[src/rtl/perceptron_pkg.sv]
// Shared types, state codes and width helpers for the perceptron classifier
// and its neighbours (feature extractor, output decoder).
package perceptron_pkg;

  typedef logic [2:0] state_t;

  localparam logic [2:0] ST_IDLE  = 3'd0;
  localparam logic [2:0] ST_MAC   = 3'd1;
  localparam logic [2:0] ST_CMP   = 3'd2;
  localparam logic [2:0] ST_LEARN = 3'd3;
  localparam logic [2:0] ST_OUT   = 3'd4;

  function automatic int acc_width(input int feat_w, input int weight_w, input int n_feat);
    return feat_w + weight_w + 1 + $clog2(n_feat + 1);
  endfunction

  function automatic int cls_width(input int n_class);
    return $clog2(n_class);
  endfunction

  function automatic int sel_width(input int n_feat);
    return $clog2(n_feat + 1);
  endfunction

  // Signed add clamped to the range of a w-bit two's-complement value.
  function automatic int sat_add(input int a, input int b, input int w);
    int s;
    int hi;
    int lo;
    s  = a + b;
    hi = (1 << (w - 1)) - 1;
    lo = -hi - 1;
    if (s > hi) return hi;
    if (s < lo) return lo;
    return s;
  endfunction

endpackage

[src/rtl/perceptron_mac_if.sv]
// Sample/result handshakes and weight-write port of the perceptron classifier.
// master = upstream/downstream logic driving samples, slave = the classifier.
interface perceptron_mac_if
  import perceptron_pkg::*;
#(
  parameter int N_FEAT   = 2,
  parameter int FEAT_W   = 4,
  parameter int N_CLASS  = 10,
  parameter int WEIGHT_W = 4,
  parameter int ACC_W    = acc_width(FEAT_W, WEIGHT_W, N_FEAT)
);
  logic                              in_valid;
  logic                              in_ready;
  logic [N_FEAT*FEAT_W-1:0]          in_feat;
  logic                              in_learn;
  logic [cls_width(N_CLASS)-1:0]     in_label;

  logic                              w_we;
  logic [cls_width(N_CLASS)-1:0]     w_class;
  logic [sel_width(N_FEAT)-1:0]      w_sel;
  logic signed [WEIGHT_W-1:0]        w_data;

  logic                              out_valid;
  logic                              out_ready;
  logic [cls_width(N_CLASS)-1:0]     out_class;
  logic signed [ACC_W-1:0]           out_score;
  logic                              out_err;

  modport master (
    output in_valid, in_feat, in_learn, in_label,
    output w_we, w_class, w_sel, w_data,
    output out_ready,
    input  in_ready, out_valid, out_class, out_score, out_err
  );

  modport slave (
    input  in_valid, in_feat, in_learn, in_label,
    input  w_we, w_class, w_sel, w_data,
    input  out_ready,
    output in_ready, out_valid, out_class, out_score, out_err
  );
endinterface

[src/rtl/perceptron_sat_upd.sv]
// Combinational weight update w +/- x, clamped to the signed weight range.
// Zero latency, no handshake.
module perceptron_sat_upd
  import perceptron_pkg::*;
#(
  parameter int WEIGHT_W = 4,
  parameter int FEAT_W   = 4
) (
  input  logic signed [WEIGHT_W-1:0] w_in,
  input  logic        [FEAT_W-1:0]   x,
  input  logic                       sub,
  output logic signed [WEIGHT_W-1:0] w_out
);
  always_comb begin
    w_out = WEIGHT_W'(sat_add(int'(w_in), sub ? -int'(x) : int'(x), WEIGHT_W));
  end
endmodule

[src/rtl/perceptron_mac.sv]
// Multi-class perceptron, one shared MAC, trainable flop weights, arg-max out.
// Latency N_CLASS*N_FEAT+1 (+N_FEAT on update); one sample in flight, result held until out_ready.
module perceptron_mac
  import perceptron_pkg::*;
#(
  parameter int N_FEAT   = 2,
  parameter int FEAT_W   = 4,
  parameter int N_CLASS  = 10,
  parameter int WEIGHT_W = 4,
  parameter int ACC_W    = acc_width(FEAT_W, WEIGHT_W, N_FEAT)
) (
  input logic             clk,
  input logic             rst,
  perceptron_mac_if.slave bus
);
  localparam int CW = cls_width(N_CLASS);
  localparam int JW = sel_width(N_FEAT);

  state_t                     state_q, state_d;
  logic [CW-1:0]              cls_q, cls_d;
  logic [CW-1:0]              idx_q, idx_d;
  logic [CW-1:0]              label_q, label_d;
  logic [CW-1:0]              out_class_q, out_class_d;
  logic [JW-1:0]              j_q, j_d;
  logic signed [ACC_W-1:0]    acc_q, acc_d;
  logic signed [ACC_W-1:0]    max_q, max_d;
  logic signed [ACC_W-1:0]    out_score_q, out_score_d;
  logic                       learn_q, learn_d;
  logic                       out_valid_q, out_valid_d;
  logic                       out_err_q, out_err_d;
  logic [FEAT_W-1:0]          feat_q [N_FEAT];
  logic [FEAT_W-1:0]          feat_d [N_FEAT];
  // Index N_FEAT of each row is the bias.
  logic signed [WEIGHT_W-1:0] w_q [N_CLASS][N_FEAT+1];
  logic signed [WEIGHT_W-1:0] w_d [N_CLASS][N_FEAT+1];

  logic signed [WEIGHT_W-1:0] w_cur;
  logic signed [WEIGHT_W-1:0] lbl_w_new;
  logic signed [WEIGHT_W-1:0] prd_w_new;
  logic        [FEAT_W-1:0]   x_cur;
  logic signed [ACC_W-1:0]    prod;
  logic signed [ACC_W-1:0]    total;
  logic                       do_update;

  assign w_cur = w_q[cls_q][j_q];
  assign x_cur = feat_q[j_q];
  assign prod  = ACC_W'(w_cur) * $signed(ACC_W'(x_cur));
  assign total = ((j_q == '0) ? ACC_W'(w_q[cls_q][N_FEAT]) : acc_q) + prod;

  // An out-of-range label means "unlabelled": never train on it.
  assign do_update = learn_q
                     && ({1'b0, label_q} < (CW+1)'(N_CLASS))
                     && (label_q != idx_q);

  perceptron_sat_upd #(.WEIGHT_W(WEIGHT_W), .FEAT_W(FEAT_W)) u_upd_lbl (
    .w_in  (w_q[label_q][j_q]),
    .x     (x_cur),
    .sub   (1'b0),
    .w_out (lbl_w_new)
  );

  perceptron_sat_upd #(.WEIGHT_W(WEIGHT_W), .FEAT_W(FEAT_W)) u_upd_prd (
    .w_in  (w_q[idx_q][j_q]),
    .x     (x_cur),
    .sub   (1'b1),
    .w_out (prd_w_new)
  );

  always_comb begin
    state_d     = state_q;
    cls_d       = cls_q;
    idx_d       = idx_q;
    label_d     = label_q;
    out_class_d = out_class_q;
    j_d         = j_q;
    acc_d       = acc_q;
    max_d       = max_q;
    out_score_d = out_score_q;
    learn_d     = learn_q;
    out_valid_d = out_valid_q;
    out_err_d   = out_err_q;
    feat_d      = feat_q;
    w_d         = w_q;

    case (state_q)
      ST_IDLE: begin
        if (bus.w_we) w_d[bus.w_class][bus.w_sel] = bus.w_data;
        if (bus.in_valid) begin
          for (int j = 0; j < N_FEAT; j++) feat_d[j] = bus.in_feat[j*FEAT_W +: FEAT_W];
          learn_d = bus.in_learn;
          label_d = bus.in_label;
          cls_d   = '0;
          j_d     = '0;
          state_d = ST_MAC;
        end
      end
      ST_MAC: begin
        acc_d = total;
        if (j_q == JW'(N_FEAT-1)) begin
          j_d = '0;
          // Strict compare keeps the lowest class index on a tie.
          if (cls_q == '0 || total > max_q) begin
            max_d = total;
            idx_d = cls_q;
          end
          if (cls_q == CW'(N_CLASS-1)) state_d = ST_CMP;
          else                         cls_d   = cls_q + CW'(1);
        end else begin
          j_d = j_q + JW'(1);
        end
      end
      ST_CMP: begin
        out_class_d = idx_q;
        out_score_d = max_q;
        j_d         = '0;
        if (do_update) begin
          state_d = ST_LEARN;
        end else begin
          out_err_d   = 1'b0;
          out_valid_d = 1'b1;
          state_d     = ST_OUT;
        end
      end
      ST_LEARN: begin
        w_d[label_q][j_q] = lbl_w_new;
        w_d[idx_q][j_q]   = prd_w_new;
        if (j_q == '0) begin
          w_d[label_q][N_FEAT] = WEIGHT_W'(sat_add(int'(w_q[label_q][N_FEAT]), 1, WEIGHT_W));
          w_d[idx_q][N_FEAT]   = WEIGHT_W'(sat_add(int'(w_q[idx_q][N_FEAT]), -1, WEIGHT_W));
        end
        if (j_q == JW'(N_FEAT-1)) begin
          out_err_d   = 1'b1;
          out_valid_d = 1'b1;
          state_d     = ST_OUT;
        end else begin
          j_d = j_q + JW'(1);
        end
      end
      ST_OUT: begin
        if (bus.out_ready) begin
          out_valid_d = 1'b0;
          state_d     = ST_IDLE;
        end
      end
      default: state_d = ST_IDLE;
    endcase
  end

  always_ff @(posedge clk) begin
    if (rst) begin
      state_q     <= ST_IDLE;
      cls_q       <= '0;
      idx_q       <= '0;
      label_q     <= '0;
      out_class_q <= '0;
      j_q         <= '0;
      acc_q       <= '0;
      max_q       <= '0;
      out_score_q <= '0;
      learn_q     <= 1'b0;
      out_valid_q <= 1'b0;
      out_err_q   <= 1'b0;
      for (int j = 0; j < N_FEAT; j++) feat_q[j] <= '0;
      for (int c = 0; c < N_CLASS; c++)
        for (int j = 0; j <= N_FEAT; j++) w_q[c][j] <= '0;
    end else begin
      state_q     <= state_d;
      cls_q       <= cls_d;
      idx_q       <= idx_d;
      label_q     <= label_d;
      out_class_q <= out_class_d;
      j_q         <= j_d;
      acc_q       <= acc_d;
      max_q       <= max_d;
      out_score_q <= out_score_d;
      learn_q     <= learn_d;
      out_valid_q <= out_valid_d;
      out_err_q   <= out_err_d;
      feat_q      <= feat_d;
      w_q         <= w_d;
    end
  end

  assign bus.in_ready  = (state_q == ST_IDLE);
  assign bus.out_valid = out_valid_q;
  assign bus.out_class = out_class_q;
  assign bus.out_score = out_score_q;
  assign bus.out_err   = out_err_q;

endmodule

[src/flat_wrapper.sv]
// flat-port wrapper written by rule: the top's interface ports become plain ports
module perceptron_mac_flat import perceptron_pkg::*;
#(
  parameter int N_FEAT   = 2,
  parameter int FEAT_W   = 4,
  parameter int N_CLASS  = 10,
  parameter int WEIGHT_W = 4,
  parameter int ACC_W    = acc_width(FEAT_W, WEIGHT_W, N_FEAT)
)
  (clk, rst, bus_in_valid, bus_in_feat, bus_in_learn, bus_in_label, bus_w_we, bus_w_class, bus_w_sel, bus_w_data, bus_out_ready, bus_in_ready, bus_out_valid, bus_out_class, bus_out_score, bus_out_err);
  perceptron_mac_if #(.N_FEAT(N_FEAT), .FEAT_W(FEAT_W), .N_CLASS(N_CLASS), .WEIGHT_W(WEIGHT_W), .ACC_W(ACC_W)) bus_i ();
  input logic clk;
  input logic rst;
  input wire logic [$bits(bus_i.in_valid)-1:0] bus_in_valid;
  input wire logic [$bits(bus_i.in_feat)-1:0] bus_in_feat;
  input wire logic [$bits(bus_i.in_learn)-1:0] bus_in_learn;
  input wire logic [$bits(bus_i.in_label)-1:0] bus_in_label;
  input wire logic [$bits(bus_i.w_we)-1:0] bus_w_we;
  input wire logic [$bits(bus_i.w_class)-1:0] bus_w_class;
  input wire logic [$bits(bus_i.w_sel)-1:0] bus_w_sel;
  input wire logic [$bits(bus_i.w_data)-1:0] bus_w_data;
  input wire logic [$bits(bus_i.out_ready)-1:0] bus_out_ready;
  output wire logic [$bits(bus_i.in_ready)-1:0] bus_in_ready;
  output wire logic [$bits(bus_i.out_valid)-1:0] bus_out_valid;
  output wire logic [$bits(bus_i.out_class)-1:0] bus_out_class;
  output wire logic [$bits(bus_i.out_score)-1:0] bus_out_score;
  output wire logic [$bits(bus_i.out_err)-1:0] bus_out_err;
  assign bus_i.in_valid = bus_in_valid;
  assign bus_i.in_feat = bus_in_feat;
  assign bus_i.in_learn = bus_in_learn;
  assign bus_i.in_label = bus_in_label;
  assign bus_i.w_we = bus_w_we;
  assign bus_i.w_class = bus_w_class;
  assign bus_i.w_sel = bus_w_sel;
  assign bus_i.w_data = bus_w_data;
  assign bus_i.out_ready = bus_out_ready;
  assign bus_in_ready = bus_i.in_ready;
  assign bus_out_valid = bus_i.out_valid;
  assign bus_out_class = bus_i.out_class;
  assign bus_out_score = bus_i.out_score;
  assign bus_out_err = bus_i.out_err;
  perceptron_mac #(.N_FEAT(N_FEAT), .FEAT_W(FEAT_W), .N_CLASS(N_CLASS), .WEIGHT_W(WEIGHT_W), .ACC_W(ACC_W)) u_core (.clk(clk), .rst(rst), .bus(bus_i));
endmodule
[config.mk]
export PLATFORM = sky130hd
export DESIGN_NAME = perceptron_mac_flat
export DESIGN_NICKNAME = d
export VERILOG_FILES = /design/src/rtl/perceptron_pkg.sv /design/src/rtl/perceptron_mac_if.sv /design/src/rtl/perceptron_sat_upd.sv /design/src/rtl/perceptron_mac.sv /design/src/flat_wrapper.sv
export SDC_FILE = /design/constraint.sdc
export NUM_CORES = 1
export LEC_CHECK = 0
export BUFFER_PORTS_ARGS = -buffer_cell sky130_fd_sc_hd__buf_2
export CAP_MARGIN = 10
export CORE_MARGIN = 5
export CORE_UTILIZATION = 55
export DETAILED_ROUTE_END_ITERATION = 10
export PLACE_DENSITY = 0.72
export SYNTH_ARGS = -nofsm -noshare
export SYNTH_HDL_FRONTEND = slang
export SYNTH_SLANG_ARGS = --single-unit
[constraint.sdc]
create_clock -name clk -period 9.9 [get_ports clk]
set_input_delay 1.485 -clock clk [delete_from_list [all_inputs] [get_ports clk]]
set_output_delay 1.485 -clock clk [all_outputs]
set_load 0.02 [all_outputs]
==> out/metrics.yaml <==
status: "finished clean"
powerDensity_mw_per_mm2: 176
final_area_mm2: 0.0173
power.switching_w: 0.00147
initial_core_util_pct: 55.5
synth_cells: 2094
syn_area_mm2: 0.0164
track_usage_pct: 41.4
yosys_register_bits: 185
grt_pass1_vias: 16800
placed_area_mm2: 0.0166
slew_headroom_pct: 4.68
leakagePower_nw: 6.04
worstMarginPinSlew_ns: 1.42
max-vdd-ir-drop_mv: 0.129
h-tree-depth: 4
synthTopCellsByArea: "dfxtp_1 (23%), mux4_2 (8.7%), mux2i_1 (8.0%)"
dpl.hpwl_mm: 51.0
vias: 18200
vias_per_cell: 7.45
syn_area_per_cell_um2: 7.81
drt_wl_total_mm: 71.2
die_x_um: 182
r2r-start: "u_core.cls_q[1]$_SDFFE_PP0P_"
layout-drive-gt1-share_pct: 11.5
yosysWarnings: 0
place_congestion: 1.08
antenna_found_initial: 1
clk_pin_slew_ns: 0.09
final_antenna_net_count: 0
whs_endpoint: "u_core.bus.out_score[10]$_SDFFE_PP0N_"
cts_max_path_buffers: 2
reg2reg_setup_slack_ns: 1.39
setup_viol: 0
numCtsBuffers: 17
finalCritPeriodShare_pct: 86.0
grtUsageMet2_pct: 58.6
die_area_mm2: 0.0333
final-hold-violation-count: 0
die_y_um: 182
gr-usage-met3_pct: 14.2
mostFrequentLayoutCells: "nand2_1 (231), nor2_1 (231), dfxtp_1 (179)"
synth_top_cell_area_share_pct: 22.6
fin_setup_tns_ns: 0
drc: 0
setup.worst_path.class: "reg -> reg"
core_area_mm2: 0.0295
skew_ns: 0.0159
crit_slowest_cell: "dfxtp_2"
path_max_fanout: 30
synth_flop_cell: "dfxtp_1"
cts_tree: "yes"
post-route-util_pct: 58.6
fin_nets: 2136
drt-pass1-iter-count: 7
avgRoutedWirePerCell_um: 29.2
gr-total-overflow: 0
pin_count: 46
grt_pass1_wl_mm: 105
ff2ff_path_depth: 28
multi_input_area_mm2: 0.0117
critPathArrivalTime_ns: 8.85
cts_setup_buffers: 0
drv_cap: 0
syn_nets: 2196
num_rows: 63
ctsResizeCount: 0
clkPwrFrac_pct: 25.4
seq_area_mm2: 0.00371
period_needed_ns: 8.51
critPathCaptureType: "flop"
fmax_ghz: 0.118
min_path_type: "reg -> reg"
pwr-share-comb_pct: 46.8
rsz0062_at_grt: "false"
area_delta_synth_final_pct: 5.71
startpoint_type: "flop"
insertion_delay_ns: 0.49
hp-start: "u_core.bus.out_score[10]$_SDFFE_PP0N_"
hold_buffers: 0
cp.required_ns: 10.24
ys_async_sr_fraction_pct: 0
grtUsageMet1_pct: 56.2
reg2reg_to: "u_core.max_q[0]$_SDFFE_PP0P_"
grt-busiest-layer: "met2"
slew_violations: 0
fillerInstances: 2723
grt_max_degree: 116
cts-root-buf: "clkbuf_16"
critical_path.max_stage_delay_ns: 0.91
synth_edf_count: 0
cts_sinks: 185
p_seq_share_pct: 27.8
p_int_w: 0.00157
yosys.cell_types.count: 102
synth.largest_area_cell: "dfxtp_1"
drt_iter0_drc: 3009
port-buffer-count: 45
hold_depth: 2
ys_seq_area_share_pct: 22.6
swShare_pct: 48.3
## metrics by stage
step / instances / worst slack (ns) / hold WS, ns / total power (W)
3_3_place_gp: 2405 / 1.79 / 0.439 / 0.00217
2_1_floorplan: 2094 / 2.16 / 0.433 / 0.00174
5_1_grt: 2438 / 0.854 / 0.477 / 0.00312
4_1_cts: 2437 / 1.55 / 0.459 / 0.00296
6_report: 2439 / 1.39 / 0.459 / 0.00304
3_5_place_dp: 2405 / 1.60 / 0.447 / 0.00220
## registers in the layout, summed over array words and instances (netlist names)
name	flops
u_core.bus.out_score	11
u_core.learn_q	1
u_core.feat_q	8
u_core.bus.out_err	1
u_core.bus.out_valid	1
u_core.state_q	3
u_core.idx_q	4
u_core.label_q	4
u_core.bus.out_class	4
u_core.acc_q	11
u_core.max_q	11
u_core.cls_q	4
u_core.w_q	120
u_core.j_q	2
## logic make-up (layout without fill, tap and decap cells)
| logic type | after synthesis | count (layout) | synth area share [%] |
|---|---|---|---|
| AOI/OAI and AO/OA | 662 | 662 | 26.9 |
| xor gates and xnor gates | 24 | 24 | 1.33 |
| adders and majority gates | 74 | 74 | 6.03 |
| buffers and inverters | 220 | 173 | 5.81 |
| DFF | 185 | 185 | 22.6 |
| muxes | 200 | 200 | 17.1 |
| other | 0 | 2 | 0 |
| and+or+nand+nor | 729 | 729 | 20.2 |
## how the worst max path moves through the flow
stage                                   endpoint  slack (ns)                          from
floorplan           u_core.max_q[9]$_SDFFE_PP0P_        2.16  u_core.cls_q[1]$_SDFFE_PP0P_
global placement    u_core.max_q[3]$_SDFFE_PP0P_        1.79  u_core.cls_q[0]$_SDFFE_PP0P_
detailed placement  u_core.max_q[0]$_SDFFE_PP0P_        1.60  u_core.cls_q[0]$_SDFFE_PP0P_
CTS                 u_core.max_q[0]$_SDFFE_PP0P_        1.55  u_core.cls_q[0]$_SDFFE_PP0P_
global route        u_core.max_q[0]$_SDFFE_PP0P_        0.85  u_core.cls_q[1]$_SDFFE_PP0P_
finish              u_core.max_q[0]$_SDFFE_PP0P_        1.39  u_core.cls_q[1]$_SDFFE_PP0P_
## per-layer routing
layer | part of all wire (%) | vias up
li1 | - | 7735
met1 | 37 | 8514
met2 | 41 | 1572
met3 | 16 | 351
met4 | 6.0 | 0
met5 | 0 | -
## synth_stat cells (10+ instances only)
library cell  count
inv_1            63
a21oi_1         171
nand3_1          34
buf_6            10
a21o_1           15
xor2_1           10
a221oi_1         44
nor2_1          231
o211ai_1         12
and3_1           10
nand2b_1         21
a211oi_1         11
and2_1           15
ha_1             66
nor2b_1          15
o21a_1           17
a31oi_1          17
buf_1            18
xnor2_1          13
nand4_1          11
o221ai_1         37
o21ai_0         139
a22oi_1          18
nor3_1          104
mux2i_1         131
buf_2            31
or3_1            10
dfxtp_1         185
clkbuf_1         93
o22ai_1          75
mux4_2           63
nand2_1         232
## worst max-delay path, delay by kind of cell, from the launching register on
| kind | cells | cell delay (ns) |
|---|---|---|
| AO/OA/AOI/OAI | 14 | 3.16 |
| adder cells (fa/ha/maj) | 6 | 2.54 |
| multiplexers | 3 | 1.19 |
| flip-flops | 1 | 0.91 |
| AND/OR/NAND/NOR | 2 | 0.20 |
| XOR/XNOR | 1 | 0.16 |
| buffers and inverters | 2 | 0.15 |
## power groups by stage
stage               clock network (W)  registers, W  logic, W
floorplan                           0      0.000818  0.000926
global placement                    0      0.000856   0.00131
detailed placement                  0      0.000857   0.00134
CTS                          0.000772      0.000840   0.00135
global route                 0.000803      0.000847   0.00147
finish                       0.000773      0.000843   0.00142
## layout make-up
cell class / instances / share of cell area [%]
clock inverters: 15 / 1.24
repair buffers: 76 / 2.68
inverters: 65 / 1.41
flip-flops and latches: 185 / 21.5
well taps: 390 / 2.82
diodes: 2 / 0.0289
clock buffers: 17 / 2.46
multi-input cells: 1689 / 67.9
No activity file was read; power rests on OpenSTA's default activity.
